### config.mk
export PLATFORM = sky130hd
export DESIGN_NAME = nes_joypad_i2c_target
export DESIGN_NICKNAME = d
export VERILOG_FILES = /design/src/rtl/nes_joypad_i2c_target.sv
export SDC_FILE = /design/constraint.sdc
export NUM_CORES = 1
export LEC_CHECK = 0
export ABC_AREA = 1
export BUFFER_PORTS_ARGS = -buffer_cell sky130_fd_sc_hd__buf_2
export CORE_MARGIN = 5
export CORE_UTILIZATION = 55
export CTS_BUF_LIST = sky130_fd_sc_hd__clkbuf_2
export CTS_CLUSTER_DIAMETER = 100
export DETAILED_ROUTE_END_ITERATION = 6
export HOLD_SLACK_MARGIN = 0.06
export PLACE_DENSITY = 0.76
export SETUP_SLACK_MARGIN = 0.05
export SYNTH_ARGS = -nofsm -noshare
export SYNTH_HDL_FRONTEND = slang
export SYNTH_SLANG_ARGS = --single-unit
### constraint.sdc
create_clock -name clk -period 3.4 [get_ports clk]
set_input_delay 0.68 -clock clk [delete_from_list [all_inputs] [get_ports clk]]
set_output_delay 0.68 -clock clk [all_outputs]
set_load 0.05 [all_outputs]
### src/rtl/nes_joypad_i2c_target.sv
// nes_joypad_i2c_target: I2C target answering reads with the joypad state
// and accepting single-byte writes. SCL/SDA are sampled with clk; SDA is
// driven only through an output enable (sda_oe=1 pulls the line low).
// Optional build macro: NES_TARGET_GLITCH_FILTER_EN adds a 3-sample
// majority filter behind the synchronizers on both lines.
module nes_joypad_i2c_target #(
   parameter logic [6:0] ADDR        = 7'h52,
   parameter int         SYNC_STAGES = 2
) (
   input  logic       clk,
   input  logic       rst,
   input  logic       scl,
   input  logic       sda_in,
   output logic       sda_oe,
   input  logic [7:0] joypad_state,
   output logic       rd_strobe,
   output logic [7:0] wdata,
   output logic       wvalid,
   output logic       busy
);

   typedef enum logic [2:0] {
      S_IDLE, S_ADDR, S_ADDR_ACK, S_TX, S_TX_ACK, S_RX, S_RX_ACK, S_IGNORE
   } state_t;

   logic [SYNC_STAGES-1:0] r_scl_sync, r_sda_sync;
   logic                   w_scl_sync, w_sda_sync;
   logic                   w_scl, w_sda;
   logic                   r_scl_prev, r_sda_prev;
   logic                   w_start, w_stop, w_scl_rise, w_scl_fall;

   state_t     r_state;
   logic [3:0] r_bit_cnt;
   logic [6:0] r_shift;
   logic [7:0] r_tx;
   logic       r_rw;
   logic       r_ack_flag;   // ACK states: ACK driven; TX_ACK: controller ACKed
   logic       r_sda_oe;
   logic       r_rd_strobe;
   logic       r_wvalid;
   logic [7:0] r_wdata;

   // Multi-flop synchronizers; idle bus level is high on both lines
   always_ff @(posedge clk) begin
      if (rst) begin
         r_scl_sync <= '1;
         r_sda_sync <= '1;
      end else begin
         r_scl_sync <= {r_scl_sync[SYNC_STAGES-2:0], scl};
         r_sda_sync <= {r_sda_sync[SYNC_STAGES-2:0], sda_in};
      end
   end

   assign w_scl_sync = r_scl_sync[SYNC_STAGES-1];
   assign w_sda_sync = r_sda_sync[SYNC_STAGES-1];

`ifdef NES_TARGET_GLITCH_FILTER_EN
   logic [1:0] r_scl_hist, r_sda_hist;
   logic       r_scl_filt, r_sda_filt;

   // Majority of the current and two previous samples, registered
   always_ff @(posedge clk) begin
      if (rst) begin
         r_scl_hist <= 2'b11;
         r_sda_hist <= 2'b11;
         r_scl_filt <= 1'b1;
         r_sda_filt <= 1'b1;
      end else begin
         r_scl_hist <= {r_scl_hist[0], w_scl_sync};
         r_sda_hist <= {r_sda_hist[0], w_sda_sync};
         r_scl_filt <= (w_scl_sync & r_scl_hist[0]) | (w_scl_sync & r_scl_hist[1]) |
                       (r_scl_hist[0] & r_scl_hist[1]);
         r_sda_filt <= (w_sda_sync & r_sda_hist[0]) | (w_sda_sync & r_sda_hist[1]) |
                       (r_sda_hist[0] & r_sda_hist[1]);
      end
   end

   assign w_scl = r_scl_filt;
   assign w_sda = r_sda_filt;
`else
   assign w_scl = w_scl_sync;
   assign w_sda = w_sda_sync;
`endif

   // Previous cleaned line values for edge and START/STOP detection
   always_ff @(posedge clk) begin
      if (rst) begin
         r_scl_prev <= 1'b1;
         r_sda_prev <= 1'b1;
      end else begin
         r_scl_prev <= w_scl;
         r_sda_prev <= w_sda;
      end
   end

   assign w_scl_rise = w_scl & ~r_scl_prev;
   assign w_scl_fall = ~w_scl & r_scl_prev;
   assign w_start    = w_scl & r_scl_prev & r_sda_prev & ~w_sda;
   assign w_stop     = w_scl & r_scl_prev & ~r_sda_prev & w_sda;

   // Protocol FSM; START/STOP take priority over any SCL edge in the same cycle
   always_ff @(posedge clk) begin
      if (rst) begin
         r_state     <= S_IDLE;
         r_bit_cnt   <= 4'd0;
         r_shift     <= 7'd0;
         r_tx        <= 8'd0;
         r_rw        <= 1'b0;
         r_ack_flag  <= 1'b0;
         r_sda_oe    <= 1'b0;
         r_rd_strobe <= 1'b0;
         r_wvalid    <= 1'b0;
         r_wdata     <= 8'd0;
      end else begin
         r_rd_strobe <= 1'b0;
         r_wvalid    <= 1'b0;
         if (w_start) begin
            r_state   <= S_ADDR;
            r_bit_cnt <= 4'd0;
            r_sda_oe  <= 1'b0;
         end else if (w_stop) begin
            r_state  <= S_IDLE;
            r_sda_oe <= 1'b0;
         end else begin
            case (r_state)
               S_ADDR: begin
                  if (w_scl_rise) begin
                     r_shift   <= {r_shift[5:0], w_sda};
                     r_bit_cnt <= r_bit_cnt + 4'd1;
                     if (r_bit_cnt == 4'd7) begin
                        if (r_shift == ADDR) begin
                           r_state    <= S_ADDR_ACK;
                           r_ack_flag <= 1'b0;
                           r_rw       <= w_sda;
                           if (w_sda) begin
                              r_tx        <= joypad_state;
                              r_rd_strobe <= 1'b1;
                           end
                        end else begin
                           r_state <= S_IGNORE;
                        end
                     end
                  end
               end
               S_ADDR_ACK, S_RX_ACK: begin
                  if (w_scl_fall) begin
                     if (!r_ack_flag) begin
                        r_sda_oe   <= 1'b1;
                        r_ack_flag <= 1'b1;
                     end else if (r_state == S_ADDR_ACK && r_rw) begin
                        // ACK ends on the same falling edge that presents the MSB
                        r_sda_oe  <= ~r_tx[7];
                        r_tx      <= {r_tx[6:0], 1'b0};
                        r_bit_cnt <= 4'd1;
                        r_state   <= S_TX;
                     end else begin
                        r_sda_oe  <= 1'b0;
                        r_bit_cnt <= 4'd0;
                        r_state   <= S_RX;
                     end
                  end
               end
               S_TX: begin
                  if (w_scl_fall) begin
                     if (r_bit_cnt == 4'd8) begin
                        r_sda_oe   <= 1'b0;
                        r_ack_flag <= 1'b0;
                        r_state    <= S_TX_ACK;
                     end else begin
                        r_sda_oe  <= ~r_tx[7];
                        r_tx      <= {r_tx[6:0], 1'b0};
                        r_bit_cnt <= r_bit_cnt + 4'd1;
                     end
                  end
               end
               S_TX_ACK: begin
                  if (w_scl_rise && !r_ack_flag) begin
                     if (!w_sda) begin
                        r_tx        <= joypad_state;
                        r_rd_strobe <= 1'b1;
                        r_ack_flag  <= 1'b1;
                     end else begin
                        r_state <= S_IGNORE;
                     end
                  end else if (w_scl_fall && r_ack_flag) begin
                     r_sda_oe  <= ~r_tx[7];
                     r_tx      <= {r_tx[6:0], 1'b0};
                     r_bit_cnt <= 4'd1;
                     r_state   <= S_TX;
                  end
               end
               S_RX: begin
                  if (w_scl_rise) begin
                     r_shift   <= {r_shift[5:0], w_sda};
                     r_bit_cnt <= r_bit_cnt + 4'd1;
                     if (r_bit_cnt == 4'd7) begin
                        r_wdata    <= {r_shift, w_sda};
                        r_wvalid   <= 1'b1;
                        r_ack_flag <= 1'b0;
                        r_state    <= S_RX_ACK;
                     end
                  end
               end
               S_IGNORE: r_sda_oe <= 1'b0;
               S_IDLE:   r_sda_oe <= 1'b0;
               default: begin
                  r_state  <= S_IDLE;
                  r_sda_oe <= 1'b0;
               end
            endcase
         end
      end
   end

   assign sda_oe    = r_sda_oe;
   assign rd_strobe = r_rd_strobe;
   assign wvalid    = r_wvalid;
   assign wdata     = r_wdata;
   assign busy      = (r_state != S_IDLE);

endmodule

* Word level (Yosys, flattened, before mapping)
Index checks and enable logic that the tools add are counted. W data, S select, Z words.
Word-level totals: register bits after elaboration 41, bits of input ports 12, output and inout port bits 12, word-level logic and storage cells 163
Cells by class: add/sub/neg operators 1, equality and inequality tests 40, muxes and demuxes 65, bitwise logic cells 16, reduce and logical (&&, ||, !) cells 26
Operators by type and width (number):
- $mux W8 | 12
- $mux W3 | 13
- $ne A2 B2 Y1 const B | 16
- $ne A4 B4 Y1 const B | 8
- $pmux W8 S4 | 1
- $mux W4 | 7
- $mux W1 | 27
- $reduce_and A11 Y1 | 2
- $pmux W4 S4 | 1
- $pmux W3 S5 | 1
- $reduce_and A14 Y1 | 1
- $reduce_and A13 Y1 | 1
- $eq A3 B3 Y1 const B | 4
- $reduce_bool A4 Y1 | 3
- $ne A5 B5 Y1 const B | 2
- $reduce_and A5 Y1 | 2
- $ne A3 B3 Y1 const B | 3
- $not A1 Y1 | 9
- $reduce_and A9 Y1 | 1
- $reduce_or A2 Y1 | 4
- $and A1 B1 Y1 | 7
- $eq A7 B7 Y1 const B | 1
- $reduce_bool A7 Y1 | 1
- $eq A3 B2 Y1 const B | 2
- 17 further kinds | 19

* Depth between registers and ports, before layout
Gate-level depths: netlist of run 1.
depth after elaboration 8, mapped depth 11, gate-level depth less buffers 11

* Least setup slack after synthesis of run 1
OpenSTA, ideal clock, no wires.
kind flip-flop to flip-flop, from register r_state[1], to register r_tx[7], data arrival time 1.657 ns, data required time 3.285 ns, slack 1.628 ns, stages on the path, launching flop included 11, path buffers 1, cells stage by stage dfxtp_1 inv_2 nand3_1 nand2_1 a21oi_1 nand2_1 nor2_4 buf_6 nand3_1 nand2_1 nor2_1
On the way: word-level cells in the longest chain between the ends 4, elaborated cells on any way between the ends 21, classes of those cells 16 x eq/ne; 1 x mux; 4 x reduce/logical
Ends and longest elaborated chain:
- start, declared | RTL line 32 | state_t r_state;
- start signal, assigned | RTL line 104 | r_state <= S_IDLE;
- start signal, assigned | RTL line 118 | r_state <= S_ADDR;
- start signal, assigned | RTL line 122 | r_state <= S_IDLE;
- $eq A3 B2 Y1 / $eq A3 B3 Y1 (equally long branches) | RTL line 125, 150
- $reduce_or A2 Y1 / $logic_and A1 B1 Y1 (equally long branches) | RTL line 125, 150
- $reduce_bool A4 Y1 (no line) / $ne A2 B2 Y1 (equally long branches)
- $reduce_and A14 Y1 (no line)
- end signal, assigned | RTL line 136 | r_tx <= joypad_state;
- end signal, assigned | RTL line 153 | r_tx <= {r_tx[6:0], 1'b0};
- end signal, assigned | RTL line 171 | r_tx <= {r_tx[6:0], 1'b0};
- end, declared | RTL line 35 | logic [7:0] r_tx;
Several ways; a longest one is shown, not always the timed one. A chain may end at the register's enable or synchronous reset.

* Final worst setup path of run 1
from register r_state[1], to output busy
On the way: word-level cells in the longest chain between the ends 1
Ends and longest elaborated chain:
- $reduce_bool A3 Y1 | RTL line 219 | assign busy = (r_state != S_IDLE);
- end, declared | RTL line 19 | output logic busy
No other way between the ends.

==> results of run 1 <==
report_power, final:
part	total (W)	leakage (nW)	internal [W]	switching, W
Combinational	0.00109	0.720	0.000345	0.000743
Sequential	0.000624	0.333	0.000560	0.0000638
Clock	0.000219	0.0284	0.0000492	0.000170
routing by layer:
metal	part of all wire (%)	GRT usage, %	vias to the layer above	wire length (µm)
met5	0	0	-	0
met2	43	30.7	82	2160
met4	2.6	10.4	0	128
li1	-	-	1095	-
met3	6.6	3.32	12	327
met1	47	27.7	907	2360
sequential cells by signal (all words and copies together) (netlist names):
| register | cells |
|---|---|
| r_scl_prev | 1 |
| wdata | 8 |
| r_bit_cnt | 4 |
| r_sda_sync | 2 |
| r_state | 3 |
| r_ack_flag | 1 |
| wvalid | 1 |
| r_tx | 8 |
| r_shift | 7 |
| r_rw | 1 |
| r_sda_prev | 1 |
| r_scl_sync | 2 |
| sda_oe | 1 |
| rd_strobe | 1 |
Yosys cell counts (all sizes together):
library cell	number	area, µm²
buf	3	22.5
o211ai	2	15.0
o21a	1	7.51
clkbuf	2	7.51
a21oi	30	150
nand4	4	25.0
nand3	40	205
ha	2	25.0
nor3	2	21.3
nor2	59	239
clkinv	1	3.75
nand3b	1	7.51
or2	4	25.0
dfxtp	41	821
nand2	70	268
inv	35	131
o21ai	22	110
nor2b	1	6.26
xor2	2	17.5
critical path: stages (launching register included):
cell and delay [ns]:
dfxtp_1 0.52, inv_2 0.07, nand3_1 0.13, buf_2 0.28
worst max-delay path by stage:
stage,from,endpoint,slack [ns],depth (start not counted)
after floorplan,r_state[1],r_tx[7],1.63,10
after global placement,r_bit_cnt[0],r_tx[0],1.47,8
after detailed placement,r_bit_cnt[0],r_tx[0],1.45,8
after CTS,r_state[1],busy,1.31,3
after global routing,r_state[1],busy,1.21,3
final,r_state[1],busy,1.30,3
cell families after synthesis:
| family | Yosys count | synth area share [%] |
|---|---|---|
| AOI/OAI and AO/OA | 55 | 13.4 |
| xor gates and xnor gates | 2 | 0.831 |
| adders and majority gates | 2 | 1.19 |
| buffers and inverters | 41 | 7.83 |
| DFF | 41 | 38.9 |
| and+or+nand+nor | 181 | 37.8 |
through the flow:
step / hold WS (ns) / instances / cell area [µm²] / utilization (%)
floorplan: 0.389 / 322 / 2110 / -
global placement: 0.390 / 388 / 2250 / 61.1
detailed placement: 0.394 / 388 / 2250 / 61.1
CTS: 0.423 / 396 / 2290 / 62.2
global route: 0.409 / 396 / 2290 / 62.2
finish: 0.433 / 396 / 2290 / 62.2
layout make-up:
cell class	instances	area, µm²
well taps	48	60.1
clock inverters	3	16.3
inverters	36	135
clock buffers	5	25.0
flip-flops and latches	41	821
repair buffers	23	115
fillers	378	1390
multi-input cells	240	1120
==> out/qor.yml, run 1 <==
setup_path:
  startpoint_type: "register"
  crit_arrival_ns: 1.42
  ff2ff_setup_slack_ns: 1.41
  worstReg2RegEnd: "r_tx[0]"
  reg2reg_depth: 8
  crit_type: "register to output port"
  end_kind: "output port"
  cp.required_ns: 2.72
  cp_max_fo: 6
  r2r-start: "r_bit_cnt[0]"
floorplan:
  die_area_um2: 5170
  coreArea_um2: 3690
  num_io_pins: 24
  die-width_um: 71.9
  die_h_um: 71.9
  initial_core_util_pct: 57.2
  rows: 22
synth:
  ys_ff_latch: 41
  synth_nets: 336
  syn_area_per_cell_um2: 6.55
  syn-cell-area_um2: 2110
  yosysWarningCount: 0
  postSynthCellCount: 322
  yosysUniqueCellTypes: 28
  yosysSeqAreaShare_pct: 38.9
timing:
  tightest_slew_ns: 0.659
  setup_viol_count_final: 0
  slew_headroom_pct: 56.0
  period_share_pct: 61.9
  clock_skew_ns: 0.0237
  hold_viol_final: 0
  clock.fmax_mhz: 475
  fin_setup_tns_ns: 0
  setup_slack_ns: 1.30
  rsz0062_at_grt: "no"
  maxSlewViolCount: 0
  fin_crit_ns: 2.10
placement:
  io_buffer_count: 23
  gp_congestion: 0.975
  pre_cts_slack_ns: 1.45
  hpwl_um: 3720
global_route:
  grt_overflow: 0
  grt_pass1_wl_um: 8380
  grt_antenna_before_repair: 0
  grt_util_all_layers_pct: 20.3
  grt_max_degree: 27
  grt_pass1_vias: 1862
power_and_ir_drop:
  totalPowerFinal_w: 0.00193
  powerDensity_nw_per_um2: 841
  ir_worst_vdd_mv: 0.324
  p_leak_nw: 1.08
worst_hold_path:
  hold_path.class: "input port to register"
  hold_path.startpoint: "scl"
  holdPathStages: 2
  whs_endpoint: "r_scl_sync[0]"
clock_tree:
  cts_setup_buffers: 0
  clk_pin_slew_worst_paths_ns: 0.23
  h-tree-depth: 2
  tritoncts: "done"
  clk_path_buf_depth: 2
  cts-root-buf: "clkbuf_2"
  numCtsBuffers: 5
  clk_latency_ns: 0.42
  clkSinkCount: 41
  hold_buffers: 0
  ctsResizeCount: 0
route:
  ant_nets: 0
  first_pass_iters: 5
  wl_per_cell_um: 12.6
  drt_wl_total_um: 4980
  remaining_drc_errors: 0
  via_per_inst: 5.29
  vias: 2096
  drt-initial-drc-count: 229
finish:
  num-nets-final: 361
  syn2layout_area_growth_pct: 8.84
  mostFrequentLayoutCell: "nand2_1"
  final_cell_mix: "nand2_1, nor2_1, dfxtp_1"
  layout-drive-gt1-share_pct: 13.8
  diodes: 0
flow_run:
  maxCapViolCount: 0
run_status:
  status: "finished clean"
(Power assumes the default switching activity.)
==> inputs of run 2 (changes only) <==
- CORE_UTILIZATION: 55 -> 54
- PLACE_DENSITY: 0.76 -> 0.77
- clock period: 3.4 -> 1.76 ns (I/O delays scaled with it)
==> run 2 against run 1 <==
Against the previous run:
- sequential power increased by 97%
- clock skew is 0.0067 ns lower
- routed wire length is 14% higher
- critical path depth grew 7
- sequential share of layout area shrank 3.8 points
- count of clock-buffer cells in the layout did not move
- highest routed layer unchanged
- first-iteration DRC count grew 34%
- sequential cell count did not move
- via count is 10% higher
- global-route usage rose by 0.52 points
- core utilization rose by 8.2 points
- non-clock buffer count rose by 23
==> out/qor.yml, run 2 (synthesis gave the netlist of run 1 again) <==
floorplan:
  rows: 22  # unchanged
  coreArea_um2: 3720  # was 3690 µm²
  num_io_pins: 24  # unchanged
  die_area_um2: 5250  # was 5170 µm²
  die_h_um: 72.5  # was 71.9 µm
  die-width_um: 72.5  # was 71.9 µm
  initial_core_util_pct: 56.7  # was 57.2%
worst_hold_path:
  holdPathStages: 2  # unchanged
  hold_path.class: "input port to register"  # unchanged
setup_path:
  crit_type: "register to register"  # was register to output port
  reg2reg_depth: 10  # was 8
  cp_max_fo: 8  # was 6
  ff2ff_setup_slack_ns: 0.06  # was 1.41 ns
  crit_cells: 10  # was 3
  startpoint_type: "register"  # unchanged
  cp.required_ns: 2.12  # was 2.72 ns
  cp_slowest_cell: "dfxtp_2"  # was dfxtp_1
  end_kind: "register"  # was output port
  crit_buf_inv: 3  # was 2
  crit_chain: "inv_1, nor2_2, inv_2, nand2_2, nand4_1, nor3_4, clkbuf_16, nand3_1, nand2_1, nor2_1"  # was inv_2, nand3_1, buf_2
  max_stage_delay_ns: 0.40  # was 0.52 ns
  crit_arrival_ns: 2.06  # was 1.42 ns
  crit_family: "simple AND/OR/NAND/NOR gates"  # was flip-flops
route:
  drt-initial-drc-count: 306  # was 229
  remaining_drc_errors: 0  # unchanged
  ant_nets: 0  # unchanged
  wl_per_cell_um: 13.6  # was 12.6 µm
  vias: 2316  # was 2096
  via_per_inst: 5.53  # was 5.29
  first_pass_iters: 5  # unchanged
  drt_wl_total_um: 5690  # was 4980 µm
finish:
  layout-drive-gt1-share_pct: 26.1  # was 13.8%
  num-nets-final: 384  # was 361
  nFillCells: 324  # was 378
  diodes: 0  # unchanged
  final_area_um2: 2620  # was 2290 µm²
  final_cell_mix: "nand2_1, nor2_1, nand3_1"  # was nand2_1, nor2_1, dfxtp_1
  syn2layout_area_growth_pct: 24.2  # was 8.84%
  mostFrequentLayoutCell: "nand2_1"  # unchanged
timing:
  fin_setup_tns_ns: 0  # unchanged
  clock.fmax_mhz: 589
  setup_slack_ns: 0.0630  # was 1.30 ns
  maxSlewViolCount: 0  # unchanged
  clock_skew_ns: 0.0169  # was 0.0237 ns
  fin_crit_ns: 1.70
  holdWs_ns: 0.106  # was 0.433 ns
  setup_viol_count_final: 0  # unchanged
  slew_headroom_pct: 67.5  # was 56.0%
  rsz0062_at_grt: "yes"  # was no
  hold_viol_final: 0  # unchanged
  period_share_pct: 96.4
  tightest_slew_ns: 0.487  # was 0.659 ns
placement:
  gp_congestion: 0.969  # was 0.975
  io_buffer_count: 23  # unchanged
  post_dp_cell_area_um2: 2370  # was 2250 µm²
  pre_cts_slack_ns: 0.0468  # was 1.45 ns
  hpwl_um: 3820  # was 3720 µm
power_and_ir_drop:
  clkPwrFrac_pct: 12.6  # was 11.4%
  internal-power_w: 0.00250  # was 0.000954 W
  ir_worst_vdd_mv: 0.630  # was 0.324 mV
  comb_power_share_pct: 60.7  # was 56.3%
  switching_power_w: 0.00212  # was 0.000976 W
  p_seq_share_pct: 26.7  # was 32.3%
  powerDensity_nw_per_um2: 1760  # was 841 nW/µm²
  p_leak_nw: 1.23  # was 1.08 nW
  switching_share_pct: 45.8  # was 50.6%
run_status:
  status: "finished clean"  # unchanged
clock_tree:
  h-tree-depth: 2  # unchanged
  clk_pin_slew_worst_paths_ns: 0.23  # about the same
  hold_buffers: 0  # unchanged
  cts-root-buf: "clkbuf_2"  # unchanged
  clk_latency_ns: 0.42  # about the same
  tritoncts: "done"  # unchanged
  clkSinkCount: 41  # unchanged
  clk_path_buf_depth: 2  # unchanged
  numCtsBuffers: 5  # unchanged
global_route:
  grt_pass1_wl_um: 8680  # was 8380 µm
  grt_max_degree: 20  # was 27
  grt_util_all_layers_pct: 20.8  # was 20.3%
  grt_antenna_before_repair: 0  # unchanged
  grt_pass1_vias: 1889  # was 1862
  grt_overflow: 0  # unchanged
flow_run:
  maxCapViolCount: 0  # unchanged
==> run 2: changes by cell type in the layout (fill, tap and decap cells not counted), sizes merged <==
cell / change
buf: +22
bufinv: +1
clkbuf: +1
clkinv: -1
==> run 2: repair_timing <==
item                       in CTS  in global routing
gates resized for setup         2                 28
pin swaps                       1                  2
setup endpoints to repair       9                 17
cloned                          0                  1
setup buffers                   2                  7
==> run 2: layout make-up <==
type,instances,area [µm²],share of cell area [%]
Multi-Input combinational cell,240,1170,44.6
Timing Repair Buffer,46,345,13.2
Inverter,36,138,5.26
Sequential cell,41,837,32.0
Clock inverter,3,43.8,1.67
Clock buffer,5,25.0,0.956
Tap cell,48,60.1,2.29
==> run 2: through the flow <==
step                      utilization [%]  power [W]  instances
after global placement               63.7    0.00351        401
after detailed placement             63.7    0.00351        401
after global routing                 70.4    0.00496        419
final                                70.4    0.00462        419
after floorplan                         -    0.00297        322
after CTS                            66.4    0.00427        411
==> run 2: path summary, 6_finish.rpt <==
path                      start            end
hold / removal              scl  r_scl_sync[0]
setup / recovery     r_scl_prev        r_tx[2]
hold reg to reg   r_scl_sync[0]  r_scl_sync[1]
setup reg to reg     r_scl_prev        r_tx[2]
==> run 2: layer usage <==
layer | track usage [%] | vias up | part of all wire [%]
met5 | 0 | - | 0
met4 | 6.56 | 0 | 1.9
met3 | 4.16 | 13 | 7.6
met2 | 32.1 | 115 | 46
met1 | 29.1 | 1037 | 45
li1 | - | 1151 | -
==> run 2: power by group through the flow <==
stage / Combinational, W / Sequential, W / Clock (W)
6_report: 0.00280 / 0.00123 / 0.000583
5_1_grt: 0.00307 / 0.00125 / 0.000634
4_1_cts: 0.00248 / 0.00120 / 0.000588
3_5_place_dp: 0.00230 / 0.00121 / 0
3_3_place_gp: 0.00230 / 0.00121 / 0
2_1_floorplan: 0.00176 / 0.00122 / 0
==> inputs of run 3 (changes only) <==
- ABC_AREA: 1 -> default
==> run 3 against run 2 <==
Against the previous run:
- the flow now finishes with violations (setup timing)
- clock skew is 0.0089 ns higher
- fmax is 13% lower
- critical path depth is 4 lower
- register-to-register slack worse by 0.25 ns
- non-clock buffer count is 55 higher
==> out/qor.yml, run 3 <==
clock_tree:
  h-tree-depth: 2  # unchanged
  hold_buffers: 0  # unchanged
  clkSinkCount: 41  # unchanged
  tritoncts: "done"  # unchanged
  clk_path_buf_depth: 2  # unchanged
  clk_pin_slew_worst_paths_ns: 0.22  # was 0.23 ns
  clk_latency_ns: 0.41  # was 0.42 ns
  numCtsBuffers: 5  # unchanged
  cts-root-buf: "clkbuf_2"  # unchanged
finish:
  mostFrequentLayoutCell: "buf_4"  # was nand2_1
  postLayoutCoreUtil_pct: 83.0  # was 70.4%
  final_cell_mix: "buf_4, dfxtp_1, mux2i_1"  # was nand2_1, nor2_1, nand3_1
  final_area_um2: 3300  # was 2620 µm²
  register_area_um2: 841  # was 837 µm²
  layout-drive-gt1-share_pct: 52.2  # was 26.1%
  multiInputGateArea_um2: 1520  # was 1170 µm²
  num-nets-final: 356  # was 384
  nFillCells: 230  # was 324
  syn2layout_area_growth_pct: 50.6  # was 24.2%
  diodes: 0  # unchanged
synth:
  synth.top_cells.by_count: "dfxtp_1, mux2i_1, nor2_1, nand2_1, a31oi_1"  # was nand2_1, nor2_1, dfxtp_1, nand3_1, a21oi_1
  synth_nets: 261  # was 336
  synthArstFlopShare_pct: 0  # unchanged
  ys_ff_latch: 41  # unchanged
  synth_edf_count: 0  # unchanged
  yosysSeqAreaShare_pct: 37.5  # was 38.9%
  yosysUniqueCellTypes: 57  # was 28
  synth.most_common_cell: "dfxtp_1"  # was nand2_1
  synth_top_flop_cell: "dfxtp_1"  # unchanged
  yosysWarningCount: 0  # unchanged
  yosysTopAreaCell: "dfxtp_1"  # unchanged
  postSynthCellCount: 247  # was 322
  synth.area.top_cells: "dfxtp_1, mux2i_1, nor2_1"  # was dfxtp_1, nand2_1, nor2_1
  syn-cell-area_um2: 2190  # was 2110 µm²
  netlist.area_leader.share_pct: 37.5  # was 38.9%
  syn_area_per_cell_um2: 8.86  # was 6.55 µm²
floorplan:
  num_io_pins: 24  # unchanged
  die_area_um2: 5430  # was 5250 µm²
  rows: 23  # was 22
  die_h_um: 73.7  # was 72.5 µm
  initial_core_util_pct: 55.1  # was 56.7%
  die-width_um: 73.7  # was 72.5 µm
  coreArea_um2: 3970  # was 3720 µm²
worst_hold_path:
  hold_path.class: "input port to register"  # unchanged
timing:
  holdWs_ns: 0.120  # was 0.106 ns
  tightest_slew_ns: 0.411  # was 0.487 ns
  hold_viol_final: 0  # unchanged
  rsz0062_at_grt: "yes"  # unchanged
  maxSlewViolCount: 0  # unchanged
  setup_slack_ns: -0.188  # was 0.0630 ns
  clock.fmax_mhz: 513  # was 589 MHz
  slew_headroom_pct: 72.3  # was 67.5%
  setup_viol_count_final: 25  # was 0
  clock_skew_ns: 0.0258  # was 0.0169 ns
  period_share_pct: 111  # was 96.4%
  fin_crit_ns: 1.95  # was 1.70 ns
setup_path:
  cp_max_fo: 5  # was 8
  crit_arrival_ns: 2.26  # was 2.06 ns
  startpoint_type: "register"  # unchanged
  end_kind: "register"  # unchanged
  crit_type: "register to register"  # unchanged
  cp.required_ns: 2.08  # was 2.12 ns
power_and_ir_drop:
  totalPowerFinal_w: 0.00484  # was 0.00462 W
  ir_worst_vdd_mv: 0.984  # was 0.630 mV
  powerDensity_nw_per_um2: 1470  # was 1760 nW/µm²
  p_leak_nw: 1.43  # was 1.23 nW
global_route:
  grt_max_degree: 31  # was 20
  grt_pass1_vias: 2253  # was 1889
  grt_util_all_layers_pct: 24.9  # was 20.8%
  grt_antenna_before_repair: 0  # unchanged
  grt_pass1_wl_um: 10300  # was 8680 µm
  grt_overflow: 0  # unchanged
route:
  ant_nets: 0  # unchanged
  wl_per_cell_um: 18.1  # was 13.6 µm
  first_pass_iters: 5  # unchanged
  vias: 2372  # was 2316
  drt_wl_total_um: 7120  # was 5690 µm
  drt-initial-drc-count: 287  # was 306
  remaining_drc_errors: 0  # unchanged
  via_per_inst: 6.04  # was 5.53
flow_run:
  maxCapViolCount: 0  # unchanged
placement:
  hpwl_um: 4330  # was 3820 µm
  pre_cts_slack_ns: -0.187  # was 0.0468 ns
  io_buffer_count: 23  # unchanged
  gp_congestion: 0.959  # was 0.969
  post_dp_cell_area_um2: 2750  # was 2370 µm²
run_status:
  status: "finished with violations"  # was finished clean
  violations: "setup timing"
run 3: worst paths after layout:
path / from / slack [ns] / cells past startpoint / end
max: r_state[0] / -0.19 / 6 / r_tx[0]
min: sda_in / 0.12 / 2 / r_sda_sync[0]
max reg2reg: r_state[0] / -0.19 / 6 / r_tx[0]
min reg2reg: r_scl_sync[0] / 0.45 / 1 / r_scl_sync[1]
run 3: critical path, cell delays in order, from the launching register on:
cell and delay [ns]:
dfxtp_2 0.37, buf_6 0.12, or3b_4 0.37, a21o_1 0.23, a22o_1 0.25, o311a_1 0.31
a41o_1 0.20
run 3: cells by family after synthesis:
kind of cell,count (synthesis),synth area share (%)
adders and majority gates,2,1.14
and+or+nand+nor,91,23.3
AOI/OAI and AO/OA,62,20.5
muxes,27,12.4
DFF,41,37.5
xor gates and xnor gates,1,0.400
buffers and inverters,23,4.86
run 3: metrics by stage:
step	instances	setup TNS [ns]
after floorplan	247	-0.0276
after global placement	364	-0.761
after detailed placement	364	-1.96
after CTS	389	-0.841
after global routing	393	-2.77
final	393	-1.79
run 3: report_power, final:
part / internal, W / switching, W / total (W)
Combinational: 0.00148 / 0.00159 / 0.00306
Clock: 0.000249 / 0.000323 / 0.000572
Sequential: 0.00107 / 0.000133 / 0.00120
Total: 0.00280 / 0.00204 / 0.00484
run 3: timing repair:
| item | CTS | global route |
|---|---|---|
| gates resized for setup | 34 | 49 |
| pin swaps | 14 | 21 |
| setup endpoints to repair | 25 | 28 |
| cloned | 1 | 0 |
| buffers inserted | 16 | 6 |
run 3: final cells by class:
class | count | area share, %
Sequential cell | 41 | 25.5
Multi-Input combinational cell | 183 | 46.1
Tap cell | 50 | 1.90
Clock inverter | 2 | 1.18
Clock buffer | 6 | 0.911
Inverter | 10 | 1.21
Timing Repair Buffer | 101 | 23.2
run 3: per-layer routing:
metal	part of all wire, %	vias to the layer above	global-route usage (%)	routed length (µm)
met4	3.7	0	11.7	266
met1	39	1115	30.3	2790
met5	0	-	0	0
met3	6.8	32	5.34	486
li1	-	1103	-	-
met2	50	122	41.4	3580
